[src/rtl/register_bank_nbit.sv]
// Register bank of NUM_REGS N-bit registers with one write/modify port and two combinational read ports.
// Define REGBANK_BYPASS_EN for same-cycle write-through forwarding on the read ports.
module register_bank_nbit #(
    parameter int unsigned N        = 8,
    parameter int unsigned NUM_REGS = 4,
    localparam int unsigned ADDR_W  = $clog2(NUM_REGS)
) (
    input  logic              clk,
    input  logic              reset,
    input  logic              we,
    input  logic [2:0]        op,
    input  logic [ADDR_W-1:0] wr_addr,
    input  logic [N-1:0]      data_in,
    input  logic [ADDR_W-1:0] rd_addr_a,
    input  logic [ADDR_W-1:0] rd_addr_b,
    output logic [N-1:0]      rd_data_a,
    output logic [N-1:0]      rd_data_b,
    output logic              carry_out,
    output logic              zero_out
);

    localparam logic [2:0] OP_LOAD = 3'd0;
    localparam logic [2:0] OP_INC  = 3'd1;
    localparam logic [2:0] OP_DEC  = 3'd2;
    localparam logic [2:0] OP_SHL  = 3'd3;
    localparam logic [2:0] OP_SHR  = 3'd4;
    localparam logic [2:0] OP_CLR  = 3'd5;

    logic [N-1:0] regs [NUM_REGS];
    logic [N-1:0] old_val;
    logic [N-1:0] result;
    logic         carry_nxt;
    logic         op_ok;
    logic         wr_ok;
    logic         exec;

    // Result and carry of the op presented on the write port
    always_comb begin
        result    = '0;
        carry_nxt = 1'b0;
        op_ok     = 1'b1;
        wr_ok     = (32'(wr_addr) < NUM_REGS);
        old_val   = '0;
        if (wr_ok) begin
            old_val = regs[wr_addr];
        end
        case (op)
            OP_LOAD: result = data_in;
            OP_INC:  {carry_nxt, result} = {1'b0, old_val} + {{N{1'b0}}, 1'b1};
            OP_DEC: begin
                result    = old_val - {{(N-1){1'b0}}, 1'b1};
                carry_nxt = (old_val == '0);
            end
            OP_SHL: begin
                result    = {old_val[N-2:0], 1'b0};
                carry_nxt = old_val[N-1];
            end
            OP_SHR: begin
                result    = {1'b0, old_val[N-1:1]};
                carry_nxt = old_val[0];
            end
            OP_CLR:  result = '0;
            default: op_ok = 1'b0;
        endcase
        exec = we && op_ok && wr_ok;
    end

    // Read ports; out-of-range addresses read as zero
    always_comb begin
        rd_data_a = '0;
        rd_data_b = '0;
        if (32'(rd_addr_a) < NUM_REGS) begin
            rd_data_a = regs[rd_addr_a];
        end
        if (32'(rd_addr_b) < NUM_REGS) begin
            rd_data_b = regs[rd_addr_b];
        end
`ifdef REGBANK_BYPASS_EN
        if (exec && !reset && (rd_addr_a == wr_addr)) begin
            rd_data_a = result;
        end
        if (exec && !reset && (rd_addr_b == wr_addr)) begin
            rd_data_b = result;
        end
`endif
    end

    always_ff @(posedge clk) begin
        if (reset) begin
            for (int i = 0; i < int'(NUM_REGS); i++) begin
                regs[i] <= '0;
            end
            carry_out <= 1'b0;
            zero_out  <= 1'b0;
        end else if (exec) begin
            regs[wr_addr] <= result;
            carry_out     <= carry_nxt;
            zero_out      <= (result == '0);
        end
    end

endmodule

[config.mk]
export PLATFORM = sky130hd
export DESIGN_NAME = register_bank_nbit
export DESIGN_NICKNAME = d
export VERILOG_FILES = /design/src/rtl/register_bank_nbit.sv
export SDC_FILE = /design/constraint.sdc
export NUM_CORES = 1
export LEC_CHECK = 0
export ABC_AREA = 1
export BUFFER_PORTS_ARGS = -buffer_cell sky130_fd_sc_hd__clkbuf_2
export CAP_MARGIN = 20
export CORE_MARGIN = 10
export CORE_UTILIZATION = 45
export DETAILED_ROUTE_END_ITERATION = 12
export PLACE_DENSITY = 0.68
export SLEW_MARGIN = 15
export SYNTH_ARGS = -nofsm -noshare
export SYNTH_HDL_FRONTEND = slang
export SYNTH_SLANG_ARGS = --single-unit
export TNS_END_PERCENT = 30
[constraint.sdc]
create_clock -name clk -period 3 [get_ports clk]
set_input_delay 0.45 -clock clk [delete_from_list [all_inputs] [get_ports clk]]
set_output_delay 0.45 -clock clk [all_outputs]
set_load 0.005 [all_outputs]
==> summary.md <==
| Metric | Value |
|---|---|
| Synthesized area | about 2900 µm² |
| Headroom to the max-slew limit | 52.5% |
| Hold Path Stages | 2 |
| Nets | 482 |
| Root buf cell | clkbuf_8 |
| Synthesized instance count | between 400 and 500 |
| IO buf count | 37 |
| Final wirelength | 8760 µm |
| Final setup TNS | 0 ns |
| Gpl congestion | 0.939 |
| Post-synthesis sequential element count | 34 |
| Arr. time, crit path | 2.49 ns |
| Top cells by area, synth | edfxtp_1, nand2_1, nor2_1 |
| CTS Sinks | 34 |
| Post-synthesis sequential area ratio | 35.0% |
| Leakage power | 1.67 nW |
| Synth async-reset ratio | 0% |
| Die Ht | 99.7 µm |
| Final setup vio count | 0 |
| Num ports | 38 |
| Post-CTS Resized | 0 |
| Vias in the first global route | 2,736 |
| Fin area | 3200 µm² |
| Placed insts | 527 |
| DRC | 0 |
| Fin worst setup slack | 0.742 ns |
| GRT Residual Overflow | 0 |
| Slew @ Worst Pin | 0.709 ns |
| H-tree Lvls | 2 |
| Die Area | 9950 µm² |
| Commonest cells in the netlist | nand2_1, nor2_1, inv_1 |
| Clock latency on the worst-skew pair | 0.29 ns |
| HP Start | carry_out$_SDFFE_PP0P_ |
| Max Cap Viol | 0 |
| Fmax | 443 MHz |
| Power density over the cells | 394 nW/µm² |
| Worst vdd ir | 0.360 mV |
| Worst setup SP type | input pin |
| Total Power | 1.26 mW |
| Number of synthesized flops with an enable pin | 32 |
| Crit end category | flip-flop |
| Clock Skew | 0.0121 ns |
| Starting density of the core | 47.2% |
| RSZ-0062 raised after global routing | no |
| Hold Path Sink | carry_out$_SDFFE_PP0P_ |
| Fin crit period | 2.26 ns |
| Fin. Hold Viols | 0 |
| Antenna violations before repair | 0 |
| Die span in x | 99.7 µm |
| Critical path required time | 3.23 ns |
| Clk pin slew, worst setup/hold paths | 0.07 ns |
| Final core occ | between 50% and 60% |
| Dpl ws | 0.501 ns |
| Hold WS | roughly 0.46 ns |
| Layout cells sized above 1 | 21.3% |
| Ant diodes | 0 |
| Final Cycle Share | 75.3% |
| Reg2reg setup slack | about 0.86 ns |
| Final HPWL DP | 6810 µm |
| Slew Viols, Final | 0 |
| Worst Reg2Reg Path Length in Cells | 13 |
| Core area | 6060 µm² |
| Rows | 28 |
| CTS Buffer Depth | 2 |
| Count leader, synth | nand2_1 |
| Post-CTS Setup Inserts | 0 |
| Status | finished, final reports clean |
| CTS tree | built |
| Synth top area share | 33.6% |
| Placed Area | 3110 µm² |
| GRT Util Overall | 17.2% |
| RR Startpoint | regs[3][0]$_DFFE_PP_ |
| Crit Path Max Fanout | 13 |
| Iter 0 DRT Violations | 373 |
| Vias | between 2,000 and 3,000 |
| Area leader, netlist | edfxtp_1 |
| DR WL/cell | 16.4 µm |
| TritonRoute pass-1 iters | 5 |
| Final ANT Viol Nets | 0 |
| Distinct cells, synth | 28 |
| Fin cells | 535 |
| Synth Area per Inst | 6.83 µm² |
| Vias per cell | 5.60 |
| Critical path type | input pin to flip-flop |
| First-pass GRT wire length | 14,000 µm |
| Hold Crit Class | flip-flop to flip-flop |
| TritonCTS Buffers | 5 |
| Syn nets | 442 |
| Synth Flop Type | edfxtp_1 |
| Yosys warning count | 0 |
| Largest net degree at the start of global routing | 18 |
| R2r endpoint | regs[3][4]$_DFFE_PP_ |
| Hold_buf cts | 0 |
| Area grow syn2layout | 11.9% |
-- kinds of logic after synthesis --
family          Yosys count  share of synthesized area (%)
compound gates           72                           13.6
fa+ha+maj                 3                           1.31
buf+inv                  74                           11.0
flops                    34                           35.0
simple gates            236                           39.1
-- power breakdown --
| part | total [mW] | internal (mW) | switching, mW |
|---|---|---|---|
| clock network | 0.348 | 0.184 | 0.164 |
| logic | 0.336 | 0.108 | 0.228 |
| registers | 0.577 | 0.548 | 0.0283 |
-- per-layer routing --
layer / GRT usage, % / part of all wire, % / vias up
met3: 5.47 / 11 / 14
met2: 26.8 / 46 / 165
met5: 0 / 0 / -
met4: 4.96 / 1.7 / 0
li1: - / - / 1444
met1: 22.2 / 42 / 1375
-- cell type report --
type                            instances  area [µm²]
Multi-Input combinational cell        311        1550
Tap cell                               75        93.8
Timing Repair Buffer                   42         223
Inverter                               65         244
Clock buffer                            6        82.6
Clock inverter                          2        12.5
Sequential cell                        34        1000
Fill cell                             600        2860
-- worst max-delay path by stage --
stage,from,endpoint,slack (ns),depth (start not counted)
after floorplan,op[1],regs[0][0]$_SDFFCE_PN0P_,0.99,7
after global placement,wr_addr[1],regs[1][1]$_SDFFCE_PN0P_,0.52,13
after detailed placement,wr_addr[1],zero_out$_SDFFE_PP0P_,0.50,15
after CTS,wr_addr[1],zero_out$_SDFFE_PP0P_,0.78,15
after global routing,wr_addr[1],zero_out$_SDFFE_PP0P_,0.51,15
final,wr_addr[1],zero_out$_SDFFE_PP0P_,0.74,16
-- flip-flops by register name, summed over array words and instances (netlist names) --
signal / flops
zero_out: 1
regs: 32
carry_out: 1
-- placed cells by master, fill, tap and decap left out, types with 7 or more instances in the layout --
cell	instances
a21oi_1	7
clkbuf_2	37
edfxtp_1	32
inv_1	54
inv_2	11
nand2_1	105
nand2_2	14
nand3_1	34
nand3_2	9
nor2_1	56
o21ai_0	40
o22ai_1	17
-- worst max-delay path, stage by stage --
cell,delay (ns)
clkbuf_2,0.28
inv_2,0.17
nand3_1,0.13
nand2_2,0.15
ha_1,0.36
nand3b_1,0.11
nand2_1,0.05
nor2_1,0.13
nand2_1,0.10
nor2_1,0.10
nand3_1,0.07
nor2_1,0.09
nand2_1,0.08
nor2_1,0.09
nand3_1,0.07
nand2_1,0.05
(Power assumes the default switching activity.)
